--- config.mk ---
export PLATFORM = sky130hd
export DESIGN_NAME = readout_seq_v2_flat
export DESIGN_NICKNAME = d
export VERILOG_FILES = /design/src/rtl/readout_seq_v2_if.sv /design/src/rtl/readout_seq_v2.sv /design/src/flat_wrapper.sv
export SDC_FILE = /design/constraint.sdc
export NUM_CORES = 1
export LEC_CHECK = 0
export CORE_MARGIN = 10
export CORE_UTILIZATION = 45
export DETAILED_ROUTE_END_ITERATION = 8
export PLACE_DENSITY_LB_ADDON = 0.25
export SYNTH_ARGS = -nofsm -noshare
export SYNTH_HDL_FRONTEND = slang
export SYNTH_SLANG_ARGS = --single-unit
--- constraint.sdc ---
create_clock -name CLK -period 11.15 [get_ports CLK]
set_clock_uncertainty 0.1 [all_clocks]
set_input_delay 3.345 -clock CLK [delete_from_list [all_inputs] [get_ports CLK]]
set_output_delay 3.345 -clock CLK [all_outputs]
set_load 0.005 [all_outputs]
--- src/rtl/readout_seq_v2_if.sv ---
// Bus between the exposure controller and the row-readout sequencer.
// RO_FRAME_CNT_EN adds the frame_cnt return signal.
interface readout_seq_v2_if #(
  parameter int ROW_W = 10,
  parameter int TW    = 16
);
  logic             trigger_i;
  logic [TW-1:0]    T1;
  logic [TW-1:0]    T2;
  logic [TW-1:0]    T3;
  logic [TW-1:0]    T4;
  logic [TW-1:0]    T5;
  logic [TW-1:0]    T6;
  logic [ROW_W:0]   NUM_ROW;
  logic [ROW_W-1:0] ROW_START;
  logic [ROW_W-1:0] ROW_STRIDE;
  logic             re_busy;
  logic [ROW_W-1:0] ROWADD;
  logic             COL_L_EN;
  logic             COL_PRECH;
  logic             MUX_START;
  logic             CP_MUX_IN;
  logic             frame_done;
`ifdef RO_FRAME_CNT_EN
  logic [15:0]      frame_cnt;
`endif

  modport master (
    output trigger_i, T1, T2, T3, T4, T5, T6,
    output NUM_ROW, ROW_START, ROW_STRIDE,
    input  re_busy, ROWADD, COL_L_EN, COL_PRECH,
    input  MUX_START, CP_MUX_IN, frame_done
`ifdef RO_FRAME_CNT_EN
    , input frame_cnt
`endif
  );

  modport slave (
    input  trigger_i, T1, T2, T3, T4, T5, T6,
    input  NUM_ROW, ROW_START, ROW_STRIDE,
    output re_busy, ROWADD, COL_L_EN, COL_PRECH,
    output MUX_START, CP_MUX_IN, frame_done
`ifdef RO_FRAME_CNT_EN
    , output frame_cnt
`endif
  );
endinterface

--- src/rtl/readout_seq_v2.sv ---
// Row-readout timing sequencer: row window stepping plus per-row strobes.
// Optional macro RO_FRAME_CNT_EN adds a 16-bit completed-frame counter.
module readout_seq_v2 #(
  parameter int ROW_W = 10,
  parameter int TW    = 16,
  parameter int N_MUX = 1
) (
  input logic              CLK,
  input logic              rst,
  readout_seq_v2_if.slave  bus
);
  localparam int CW = TW + 8;
  localparam logic [ROW_W:0] R_ONE = 1;
  localparam logic [TW-1:0]  T_ONE = 1;

  typedef enum logic {IDLE, ROW} state_e;

  state_e           state_q, state_d;
  logic [TW-1:0]    t_q, t_d;
  logic [ROW_W:0]   r_q, r_d;
  logic [ROW_W-1:0] rowadd_q, rowadd_d;
  logic             busy_q, busy_d;
  logic             done_q, done_d;
  logic [TW-1:0]    tlast_q, tlast_d;
  logic [TW-1:0]    t2_q, t2_d;
  logic [TW-1:0]    t3_q, t3_d;
  logic [TW-1:0]    t4_q, t4_d;
  logic [TW-1:0]    t5_q, t5_d;
  logic [TW-1:0]    t6_q, t6_d;
  logic [ROW_W:0]   nrow_q, nrow_d;
  logic [ROW_W-1:0] stride_q, stride_d;
  logic             col_l_q, col_l_d;
  logic             prech_q, prech_d;
  logic             mux_q, mux_d;
  logic             cp_q, cp_d;
  logic [CW-1:0]    pend_q, pend_d;
  logic [7:0]       left_q, left_d;
`ifdef RO_FRAME_CNT_EN
  logic [15:0]      fcnt_q, fcnt_d;
`endif

  logic             run;
  logic             start;
  logic             hit;
  logic [CW-1:0]    te;
  logic [CW-1:0]    base_t;
  logic [7:0]       base_n;

  // Next-state: frame/row sequencing, then strobes for the upcoming t.
  always_comb begin
    state_d  = state_q;
    t_d      = t_q;
    r_d      = r_q;
    rowadd_d = rowadd_q;
    busy_d   = busy_q;
    done_d   = 1'b0;
    tlast_d  = tlast_q;
    t2_d     = t2_q;
    t3_d     = t3_q;
    t4_d     = t4_q;
    t5_d     = t5_q;
    t6_d     = t6_q;
    nrow_d   = nrow_q;
    stride_d = stride_q;
    unique case (state_q)
      IDLE: begin
        if (bus.trigger_i) begin
          if (bus.NUM_ROW != '0) begin
            tlast_d  = (bus.T1 == '0) ? '0 : bus.T1 - T_ONE;
            t2_d     = bus.T2;
            t3_d     = bus.T3;
            t4_d     = bus.T4;
            t5_d     = bus.T5;
            t6_d     = bus.T6;
            nrow_d   = bus.NUM_ROW;
            stride_d = bus.ROW_STRIDE;
            rowadd_d = bus.ROW_START;
            state_d  = ROW;
            busy_d   = 1'b1;
            r_d      = '0;
            t_d      = '0;
          end else begin
            done_d = 1'b1;
          end
        end
      end
      ROW: begin
        if (t_q == tlast_q) begin
          t_d = '0;
          if (r_q == nrow_q - R_ONE) begin
            state_d = IDLE;
            busy_d  = 1'b0;
            done_d  = 1'b1;
          end else begin
            r_d      = r_q + R_ONE;
            rowadd_d = rowadd_q + stride_q;
          end
        end else begin
          t_d = t_q + T_ONE;
        end
      end
      default: ;
    endcase

    // Latched copies are already in the _d values on the trigger cycle,
    // so the first row's t=0 strobes come out together with re_busy.
    run    = (state_d == ROW);
    te     = CW'(t_d);
    start  = run && (t_d == '0);
    base_t = start ? CW'(t5_d) : pend_q;
    base_n = start ? 8'(N_MUX) : left_q;
    hit    = run && (base_n != '0) && (te == base_t);

    col_l_d = run && (te < CW'(t2_d));
    prech_d = run && (te < CW'(t3_d));
    mux_d   = run && (te >= CW'(t5_d))
                  && (te < CW'(t5_d) + CW'(t4_d));
    cp_d    = hit;
    pend_d  = hit ? base_t + CW'(t6_d) : base_t;
    left_d  = hit ? ((t6_d == '0) ? 8'd0 : base_n - 8'd1)
                  : base_n;
`ifdef RO_FRAME_CNT_EN
    fcnt_d  = fcnt_q + {15'd0, done_d};
`endif
  end

  // Single state/output register bank; reset aborts any frame silently.
  always_ff @(posedge CLK or posedge rst) begin
    if (rst) begin
      state_q  <= IDLE;
      t_q      <= '0;
      r_q      <= '0;
      rowadd_q <= '0;
      busy_q   <= 1'b0;
      done_q   <= 1'b0;
      tlast_q  <= '0;
      t2_q     <= '0;
      t3_q     <= '0;
      t4_q     <= '0;
      t5_q     <= '0;
      t6_q     <= '0;
      nrow_q   <= '0;
      stride_q <= '0;
      col_l_q  <= 1'b0;
      prech_q  <= 1'b0;
      mux_q    <= 1'b0;
      cp_q     <= 1'b0;
      pend_q   <= '0;
      left_q   <= '0;
`ifdef RO_FRAME_CNT_EN
      fcnt_q   <= '0;
`endif
    end else begin
      state_q  <= state_d;
      t_q      <= t_d;
      r_q      <= r_d;
      rowadd_q <= rowadd_d;
      busy_q   <= busy_d;
      done_q   <= done_d;
      tlast_q  <= tlast_d;
      t2_q     <= t2_d;
      t3_q     <= t3_d;
      t4_q     <= t4_d;
      t5_q     <= t5_d;
      t6_q     <= t6_d;
      nrow_q   <= nrow_d;
      stride_q <= stride_d;
      col_l_q  <= col_l_d;
      prech_q  <= prech_d;
      mux_q    <= mux_d;
      cp_q     <= cp_d;
      pend_q   <= pend_d;
      left_q   <= left_d;
`ifdef RO_FRAME_CNT_EN
      fcnt_q   <= fcnt_d;
`endif
    end
  end

  assign bus.re_busy    = busy_q;
  assign bus.ROWADD     = rowadd_q;
  assign bus.COL_L_EN   = col_l_q;
  assign bus.COL_PRECH  = prech_q;
  assign bus.MUX_START  = mux_q;
  assign bus.CP_MUX_IN  = cp_q;
  assign bus.frame_done = done_q;
`ifdef RO_FRAME_CNT_EN
  assign bus.frame_cnt  = fcnt_q;
`endif
endmodule

--- src/flat_wrapper.sv ---
// flat-port wrapper written by rule: the top's interface ports become plain ports
module readout_seq_v2_flat 
#(
  parameter int ROW_W = 10,
  parameter int TW    = 16,
  parameter int N_MUX = 1
)
  (CLK, rst, bus_trigger_i, bus_T1, bus_T2, bus_T3, bus_T4, bus_T5, bus_T6, bus_NUM_ROW, bus_ROW_START, bus_ROW_STRIDE, bus_re_busy, bus_ROWADD, bus_COL_L_EN, bus_COL_PRECH, bus_MUX_START, bus_CP_MUX_IN, bus_frame_done);
  readout_seq_v2_if #(.ROW_W(ROW_W), .TW(TW)) bus_i ();
  input logic CLK;
  input logic rst;
  input wire logic [$bits(bus_i.trigger_i)-1:0] bus_trigger_i;
  input wire logic [$bits(bus_i.T1)-1:0] bus_T1;
  input wire logic [$bits(bus_i.T2)-1:0] bus_T2;
  input wire logic [$bits(bus_i.T3)-1:0] bus_T3;
  input wire logic [$bits(bus_i.T4)-1:0] bus_T4;
  input wire logic [$bits(bus_i.T5)-1:0] bus_T5;
  input wire logic [$bits(bus_i.T6)-1:0] bus_T6;
  input wire logic [$bits(bus_i.NUM_ROW)-1:0] bus_NUM_ROW;
  input wire logic [$bits(bus_i.ROW_START)-1:0] bus_ROW_START;
  input wire logic [$bits(bus_i.ROW_STRIDE)-1:0] bus_ROW_STRIDE;
  output wire logic [$bits(bus_i.re_busy)-1:0] bus_re_busy;
  output wire logic [$bits(bus_i.ROWADD)-1:0] bus_ROWADD;
  output wire logic [$bits(bus_i.COL_L_EN)-1:0] bus_COL_L_EN;
  output wire logic [$bits(bus_i.COL_PRECH)-1:0] bus_COL_PRECH;
  output wire logic [$bits(bus_i.MUX_START)-1:0] bus_MUX_START;
  output wire logic [$bits(bus_i.CP_MUX_IN)-1:0] bus_CP_MUX_IN;
  output wire logic [$bits(bus_i.frame_done)-1:0] bus_frame_done;
  assign bus_i.trigger_i = bus_trigger_i;
  assign bus_i.T1 = bus_T1;
  assign bus_i.T2 = bus_T2;
  assign bus_i.T3 = bus_T3;
  assign bus_i.T4 = bus_T4;
  assign bus_i.T5 = bus_T5;
  assign bus_i.T6 = bus_T6;
  assign bus_i.NUM_ROW = bus_NUM_ROW;
  assign bus_i.ROW_START = bus_ROW_START;
  assign bus_i.ROW_STRIDE = bus_ROW_STRIDE;
  assign bus_re_busy = bus_i.re_busy;
  assign bus_ROWADD = bus_i.ROWADD;
  assign bus_COL_L_EN = bus_i.COL_L_EN;
  assign bus_COL_PRECH = bus_i.COL_PRECH;
  assign bus_MUX_START = bus_i.MUX_START;
  assign bus_CP_MUX_IN = bus_i.CP_MUX_IN;
  assign bus_frame_done = bus_i.frame_done;
  readout_seq_v2 #(.ROW_W(ROW_W), .TW(TW), .N_MUX(N_MUX)) u_core (.CLK(CLK), .rst(rst), .bus(bus_i));
endmodule
* Word level (Yosys, flattened, before mapping) *
Cells that the tools add are included.

cells by class
  magnitude comparators = 4
  bitwise gates (word level) = 1
  multiplexer cells = 50
  eq/ne operators = 8
  reduce and logical (&&, ||, !) cells = 15
  add/sub/neg operators = 8

operator list
  operator                                                              count
  16-bit two-way mux                                                    19
  16-bit zero test                                                      3
  24-bit two-way mux                                                    2
  11-bit two-way mux                                                    4
  10-bit two-way mux                                                    4
  16-bit less-than comparator                                           2
  16-bit one-hot mux with 2 select lines                                1
  24-bit by 16-bit adder with 24-bit output                             1
  16-bit by 24-bit equality test with 1-bit output                      1
  16-bit by 24-bit less-than comparator with 1-bit output               1
  8-bit two-way mux                                                     3
  11-bit one-hot mux with 2 select lines                                1
  10-bit one-hot mux with 2 select lines                                1
  16-bit by 16-bit adder with 17-bit output                             1
  16-bit by 1-bit adder with 16-bit output, second input constant       1
  16-bit equality test                                                  1
  16-bit >= comparator                                                  1
  16-bit by 1-bit subtractor with 16-bit output, second input constant  1
  1-bit two-way mux                                                     12
  11-bit by 1-bit adder with 11-bit output, second input constant       1
  11-bit equality test                                                  1
  11-bit nonzero test                                                   1
  11-bit by 1-bit subtractor with 11-bit output, second input constant  1
  10-bit adder                                                          1
  other kinds (9)                                                       21

storage, ports and cells
  word-level logic and storage cells = 106
  register bits = 193
  output and inout port bits = 16
  input port bits = 130

* Depth between registers and ports, before layout *
Gate-level depths: netlist of run 1.

  word-level depth = 11
  depth in mapped cells = 29
  gate-level depth less buffers = 25

* Worst setup path after synthesis of run 1 *
OpenSTA, ideal clock, no wires.

  path kind = input to register
  start = input bus_NUM_ROW[1]
  end = register u_core.pend_q[14]
  required time = 10.923 ns
  library setup time = 0.127 ns
  arrival = 8.730 ns
  cell stages on the path = 22
  path slack = 2.192 ns
  path buffers = 2
  cell sequence = nor4_1 a31oi_1 nor4_1 nor4_1 nand4_1 clkbuf_1 clkbuf_1 o21ai_0 ha_1 fa_1 a21o_1 a21oi_1 o21bai_1 a21oi_1 nor2b_1 o21a_1 o21a_1 o21a_1 o41ai_1 o211a_1 xnor2_1 mux2_1

between the ends
  cells in the longest elaborated chain, start to end = 11
  elaborated cells between the ends (all ways) = 23
  those cells by class = add/sub (1); eq/ne (1); mux (15); reduce/logical (6)

RTL lines
  item                                                                               line                   source
  start, declared                                                                    flat_wrapper.sv:19     input wire logic [$bits(bus_i.NUM_ROW)-1:0] bus_NUM_ROW;
  11-bit nonzero test (*)                                                            readout_seq_v2.sv:68   if (bus.NUM_ROW != '0) begin
  16-bit two-way mux (*)                                                             readout_seq_v2.sv:68
  16-bit two-way mux (*)                                                             readout_seq_v2.sv:67   if (bus.trigger_i) begin
  16-bit one-hot mux with 2 select lines (*)                                         readout_seq_v2.sv:65   unique case (state_q)
  net u_core.t_d[3]                                                                  readout_seq_v2.sv:19   logic [TW-1:0] t_q, t_d;
  branches (longest 6 deep; another with 24-bit by 16-bit adder with 24-bit output)  -
  24-bit two-way mux (*)                                                             readout_seq_v2.sv:119  pend_d = hit ? base_t + CW'(t6_d) : base_t;
  net u_core.pend_d[14]                                                              readout_seq_v2.sv:36   logic [CW-1:0] pend_q, pend_d;
  end signal, assigned                                                               readout_seq_v2.sv:172  pend_q <= pend_d;
  end, declared                                                                      readout_seq_v2.sv:36

Mark *: on every way through the listed nets, which the timed path passes.
A chain may end at the register's enable or synchronous reset.

* Final worst setup path of run 1 *
  start = input bus_NUM_ROW[4]
  end = register u_core.pend_q[14]

Same word-level chain as after synthesis.

==> results of run 1 <==
## how the worst max path moves through the flow
stage                   startpoint                           to  cells past startpoint  slack (ns)
finish              bus_NUM_ROW[4]  u_core.pend_q[14]$_DFF_PP0_                     22        1.74
global route        bus_NUM_ROW[3]  u_core.pend_q[14]$_DFF_PP0_                     23        1.27
CTS                 bus_NUM_ROW[3]  u_core.pend_q[14]$_DFF_PP0_                     22        1.80
detailed placement  bus_NUM_ROW[3]  u_core.pend_q[14]$_DFF_PP0_                     22        1.34
global placement    bus_NUM_ROW[3]  u_core.pend_q[14]$_DFF_PP0_                     22        1.45
floorplan           bus_NUM_ROW[1]  u_core.pend_q[14]$_DFF_PP0_                     22        2.19
## cell usage after synthesis, types with 4 or more instances
library cell    n
mux2_2          6
nor2_1         58
buf_1           7
o21bai_1       11
o21a_1         14
a21o_1         28
dfrtp_1       193
nand3_1        22
nand2_1       251
or4_1           9
a211oi_1        5
o211a_1         4
o41ai_1         5
a41oi_1         4
xor2_1         25
buf_6           6
nor4_1         24
nor3b_1         6
or3_1          13
a31oi_1         7
a21oi_1        60
mux2_1         12
o21ai_0        67
nor2b_1        13
nand4b_1        4
xnor2_1        58
and2_1         17
nand2b_1       21
o221a_2         6
and3_1         10
mux2i_1        51
inv_1          84
clkbuf_1       29
nand4_1        23
ha_1          111
nor3_1         21
or2_2           4
## cell families after synthesis
group / Yosys count
mux: 69
xor+xnor: 86
simple gates: 513
flops: 193
buf+inv: 129
compound gates: 253
fa+ha+maj: 114
## report_power, final
part	internal, mW	switching (mW)
Combinational	0.478	0.564
Sequential	0.807	0.100
Clock	0.308	0.302
## critical path, delay by kind of cell
kind	cells	cell delay, ns
compound gates	14	3.92
xor+xnor	1	0.07
fa+ha+maj	2	0.66
buf+inv	1	0.52
mux	1	0.29
simple gates	3	0.84
## flip-flops by register name, indices dropped and copies added, names as in the netlist, 8 cells and up
| name | flops |
|---|---|
| u_core.bus.ROWADD | 10 |
| u_core.left_q | 8 |
| u_core.nrow_q | 11 |
| u_core.pend_q | 24 |
| u_core.r_q | 11 |
| u_core.stride_q | 10 |
| u_core.t2_q | 16 |
| u_core.t3_q | 16 |
| u_core.t4_q | 16 |
| u_core.t5_q | 16 |
| u_core.t6_q | 16 |
| u_core.t_q | 16 |
| u_core.tlast_q | 16 |
## routing by layer
metal	GRT usage [%]	part of all wire, %
met3	3.408	4.4
met1	26.50	47
met5	0	0
met2	31.48	47
met4	5.707	2.0
## cell type report
cell class | count | share of cell area, %
multi-input combinational | 1035 | 47.93
clock buffer | 19 | 3.039
clock inverter | 13 | 0.7893
tap | 372 | 3.123
inverter | 84 | 2.166
timing repair buffer | 161 | 10.55
sequential | 193 | 32.41
## per-stage QoR
step / instance area, µm² / utilization (%) / power (mW)
floorplan: 12480 / - / 1.643
global placement: 14330 / 52.88 / 1.924
detailed placement: 14330 / 52.88 / 1.945
CTS: 14900 / 54.99 / 2.568
global route: 14900 / 54.99 / 2.744
finish: 14900 / 54.99 / 2.558
==> out/metrics.cfg, run 1 <==
[run_status]
status = completed

[timing]
setup_ws_ns = 1.736
timing.hold.ws_ns = 0.3877
setup_tns_ns = 0
hold_viol = 0
slew_headroom_pct = 34.84
slew_viol_final = 0
fin_crit_ns = 9.414
tightest_slew_ns = 0.9709
rsz0062_at_grt = no
finalSetupViolCount = 0
max_freq_mhz = 106.2
period_share_pct = 84.43

[routing]
drtIter0Drc = 772
ant_nets = 0
avgRoutedWirePerCell_um = 18.50
finalWirelength_um = 34730
viasPerCell = 5.502
via_count = 10327
drc_errors = 0
dr.pass1.iters = 5

[synthesis]
synth_edf_count = 0
synth-compound-area-share_pct = 13.46
synthFlopType = dfrtp_1
yosysWarnings = 0
synth_cell_types = 75
synth_mux_area_share_pct = 5.716
yosysSeqAreaShare_pct = 38.71
netlist.area_leader.share_pct = 38.71
synth.avg_cell_area_um2 = 9.195
postSynthCellCount = 1357
synthTopCellsByArea = dfrtp_1, ha_1, nand2_1
async_reset_ff_share_pct = 100.0
synth_fp_nets = 1601
synth_top_family_by_area = simple AND/OR/NAND/NOR gates
yosys.area_share.simple_pct = 19.95
synth-adder-area-share_pct = 11.61
ys_ff_latch = 193
yosysTopAreaCell = dfrtp_1
syn_area_mm2 = 0.01248
synth_xor_area_share_pct = 6.268

[final_layout]
most-common-layout-cells = nand2_1, dfrtp_1, clkdlybuf4s50_1, ha_1, inv_1
layoutNonFillerInstCount = 1877
regArea_mm2 = 0.004830
layout_commonest_cell = nand2_1
nFillCells = 2437
drive_gt1_share_pct = 5.449
multiInputGateArea_mm2 = 0.007142
nets = 1736
diodes = 0
area_growth_pct = 19.43

[placement]
hpwl_um = 26300
pre_cts_ws_ns = 1.336
dpl.cell_count = 1845
port_buffers = 145
gp_congestion = 0.9334

[global_route]
antenna_found_initial = 0
grt_start_max_net_pins = 132
grt_pass1_wl_um = 55760
grt_pass1_vias = 10301
globalRouteOverflowTotal = 0
groute.usage.overall_pct = 19.61

[power]
p_per_area_mw_per_mm2 = 171.6
ir_drop_mv = 0.09814
p_leak_nw = 6.968

[critical_path]
worst_setup_path_end_kind = flip-flop
ff2ff_setup_slack_ns = 3.70
cp.required_ns = 11.38
reg2reg_depth = 22
worst-setup-path-type = in2reg
worstReg2RegEnd = u_core.pend_q[14]$_DFF_PP0_
path_common_cell = o21a_1
cp_cell_sequence = clkdlybuf4s50_1 > nor4_1 > a31oi_1 > o21ai_0 > a21o_1 > or4_1 > o41ai_1 > o21ai_0 > ha_1 > fa_1 > a21o_1 > a21oi_1 > o21bai_1 > a21oi_1 > nor2b_1 > o21a_1 > o21a_1 > o21a_1 > o41ai_1 > o211a_1 > xnor2_1 > mux2_1
cp_max_fo = 9
crit_path_top_delay_cell = a31oi_1
start_kind = input pin
crit_arrival_ns = 9.64
rr_startpoint = u_core.t_q[4]$_DFF_PP0_
cp_slowest_stage_delay_ns = 0.75

[cts]
postCtsHoldBufs = 0
cts_root_buffer = clkbuf_16
post_cts_resized = 0
cts_setup_buffers = 0
numCtsBuffers = 17
clk_pin_slew_ns = 0.08
cts_tree = done
clockBufferDepth = 2
clock_sinks = 193
clock_latency_ns = 0.44
cts_max_level = 4

[worst_hold_path]
hold-path-endpoint = u_core.stride_q[8]$_DFFE_PP0P_
min-delay-start = u_core.stride_q[8]$_DFFE_PP0P_
min_path_cells = 2
hold_class = reg2reg

[die]
die_h_um = 186.5
dieArea_mm2 = 0.03479
start_util_pct = 46.04
die_x_um = 186.5
num_rows = 60
core_area_mm2 = 0.02710
io_pins = 146

[flow_run]
maxCapViolations = 0

Power figures use the tool's default switching activity.
==> inputs of run 2 (changes only) <==
==> constraint.sdc (replaced) <==
create_clock -name CLK -period 8.1 [get_ports CLK]
set_clock_uncertainty 0.1 [all_clocks]
set_input_delay 2.43 -clock CLK [delete_from_list [all_inputs] [get_ports CLK]]
set_output_delay 2.43 -clock CLK [all_outputs]
set_load 0.005 [all_outputs]
==> run 2 against run 1 <==
Net effect: total power up 39%; die area unchanged; cell count up 2.0%; clock-buffer cell count up 2; combinational power up 43%; highest routed layer unchanged; worst hold slack worse by 0.0065 ns; critical path depth up 2.
==> out/metrics.cfg, run 2 (synthesis results as in run 1) <==
[power]
finalPower_mw = 3.561  ; +39%
p_per_area_mw_per_mm2 = 234.1  ; +36%
ir_drop_mv = 0.1417  ; +44%
p_leak_nw = 7.139  ; +2.5%

[final_layout]
most-common-layout-cells = nand2_1, dfrtp_1, clkdlybuf4s50_1, ha_1, inv_1
diodes = 0  ; unchanged
largest_reg_flops = 24  ; unchanged
layout_commonest_cell = nand2_1
stdcell_area_mm2 = 0.01521  ; +2.1%
drive_gt1_share_pct = 7.777  ; +2.3 points
area_growth_pct = 21.94
regMostFlops = u_core.pend_q
nets = 1775  ; +2.2%
nFillCells = 2437  ; unchanged

[cts]
clk_pin_slew_ns = 0.07  ; about the same
cts_setup_buffers = 0  ; unchanged
cts_max_level = 4  ; unchanged
clock_latency_ns = 0.44  ; about the same
clockBufferDepth = 2  ; unchanged
cts_tree = done
numCtsBuffers = 17  ; unchanged
cts_root_buffer = clkbuf_16
clock_sinks = 193  ; unchanged

[worst_hold_path]
hold_class = reg2reg
min_path_cells = 2  ; unchanged

[die]
dieArea_mm2 = 0.03479  ; unchanged
die_x_um = 186.5  ; unchanged
io_pins = 146  ; unchanged
num_rows = 60  ; unchanged
core_area_mm2 = 0.02710  ; unchanged
start_util_pct = 46.04  ; unchanged
die_h_um = 186.5  ; unchanged

[critical_path]
crit_arrival_ns = 7.86  ; -1.78 ns
start_kind = input pin
worst_setup_path_end_kind = flip-flop
worst-setup-path-type = in2reg
reg2reg_depth = 22  ; unchanged
cp.required_ns = 8.32  ; -3.06 ns
cp_max_fo = 8  ; -1

[placement]
hpwl_um = 26430  ; +0.50%
gp_congestion = 0.9196  ; -1.5%
placed_area_mm2 = 0.01464  ; +2.1%
pre_cts_ws_ns = -0.2516  ; -1.588 ns
port_buffers = 145  ; unchanged

[timing]
finalSetupViolCount = 0  ; unchanged
period_share_pct = 94.34
slew_viol_final = 0  ; unchanged
slew_headroom_pct = 38.20  ; +3.4 points
rsz0062_at_grt = no
setup_tns_ns = 0  ; unchanged
fin_crit_ns = 7.641
setup_ws_ns = 0.4587  ; -1.277 ns
hold_viol = 0  ; unchanged
tightest_slew_ns = 0.9239  ; -0.04701 ns
max_freq_mhz = 130.9

[global_route]
grt_pass1_wl_um = 56150  ; +0.71%
grt_pass1_vias = 10469  ; +1.6%
groute.usage.overall_pct = 19.62  ; about the same
globalRouteOverflowTotal = 0  ; unchanged
antenna_found_initial = 0  ; unchanged
grt_start_max_net_pins = 76  ; -42%

[routing]
ant_nets = 0  ; unchanged
via_count = 10425  ; +0.95%
dr.pass1.iters = 7  ; +2
drtIter0Drc = 754  ; -2.3%
avgRoutedWirePerCell_um = 18.11  ; -2.1%
viasPerCell = 5.444  ; -1.1%
finalWirelength_um = 34680  ; -0.16%
drc_errors = 0  ; unchanged

[flow_run]
maxCapViolations = 0  ; unchanged

[run_status]
status = completed

==> run 2: cell types whose count changed in the layout (fill, tap and decap cells not counted), moves of 2 or more <==
cell        change
clkinv_2        -3
o41ai_1         -2
clkbuf_1        +2
inv_8           -3
inv_6           -2
buf_4          +38
o41ai_2         +2
clkinvlp_4      +5
==> run 2: routing by layer <==
metal / global-route usage (%) / wire (µm)
met3: 3.147 / 1582
met5: 0 / 0
met1: 26.77 / 16470
met4: 5.273 / 543
met2: 31.61 / 16080
==> run 2: critical path, stage by stage <==
cell and delay, ns:
clkdlybuf4s50_1 0.54, nor4_1 0.11, buf_4 0.16, a31oi_1 0.26, buf_4 0.22, o21ai_0 0.08, a21o_1 0.22, or4_1 0.57
o41ai_2 0.34, o21ai_0 0.20, ha_1 0.25, fa_1 0.38, a21o_1 0.17, a21oi_1 0.18, o21bai_1 0.08, a21oi_1 0.19
nor2b_1 0.07, o21a_1 0.18, o21a_1 0.17, o21a_1 0.19, o41ai_2 0.27, o211a_1 0.24, xnor2_1 0.07, mux2_1 0.29
==> run 2: area by class of cell <==
| class | instances | area (µm²) | area share, % |
|---|---|---|---|
| Inverter | 84 | 322.8 | 2.122 |
| Tap cell | 372 | 465.4 | 3.059 |
| Timing Repair Buffer | 200 | 1877 | 12.34 |
| Clock buffer | 21 | 460.4 | 3.026 |
| Clock inverter | 10 | 102.6 | 0.6743 |
| Sequential cell | 193 | 4830 | 31.74 |
| Multi-Input combinational cell | 1035 | 7157 | 47.04 |
==> run 2: what timing repair did <==
action	4_1_cts	5_1_grt
setup endpoints to repair	0	3
hold buffers	0	0
gates resized for setup	0	2
==> run 2: per-stage QoR <==
| stage | util, % | std cells | hold slack (ns) |
|---|---|---|---|
| 2_1_floorplan | - | 1357 | 0.3442 |
| 3_3_place_gp | 54.01 | 1884 | 0.3621 |
| 3_5_place_dp | 54.01 | 1884 | 0.3689 |
| 4_1_cts | 56.08 | 1915 | 0.3860 |
| 5_1_grt | 56.14 | 1915 | 0.4056 |
| 6_report | 56.14 | 1915 | 0.3812 |
==> run 2: path summary, 6_finish.rpt <==
path / from / slack [ns] / end
min reg2reg: u_core.t4_q[9]$_DFF_PP0_ / 0.38 / u_core.t4_q[9]$_DFF_PP0_
max reg2reg: u_core.t_q[2]$_DFF_PP0_ / 1.56 / u_core.pend_q[14]$_DFF_PP0_
max: bus_NUM_ROW[3] / 0.46 / u_core.pend_q[14]$_DFF_PP0_
min: u_core.t4_q[9]$_DFF_PP0_ / 0.38 / u_core.t4_q[9]$_DFF_PP0_
max in group asynchronous: rst / 4.30 / u_core.pend_q[13]$_DFF_PP0_
min in group asynchronous: rst / 2.36 / u_core.bus.ROWADD[6]$_DFFE_PP0P_
==> run 2: power by group <==
group	total [mW]	internal [mW]	leakage, nW	switching [mW]
Clock	0.832	0.443	0.259	0.389
Combinational	1.49	0.701	4.48	0.785
Sequential	1.24	1.11	2.40	0.132
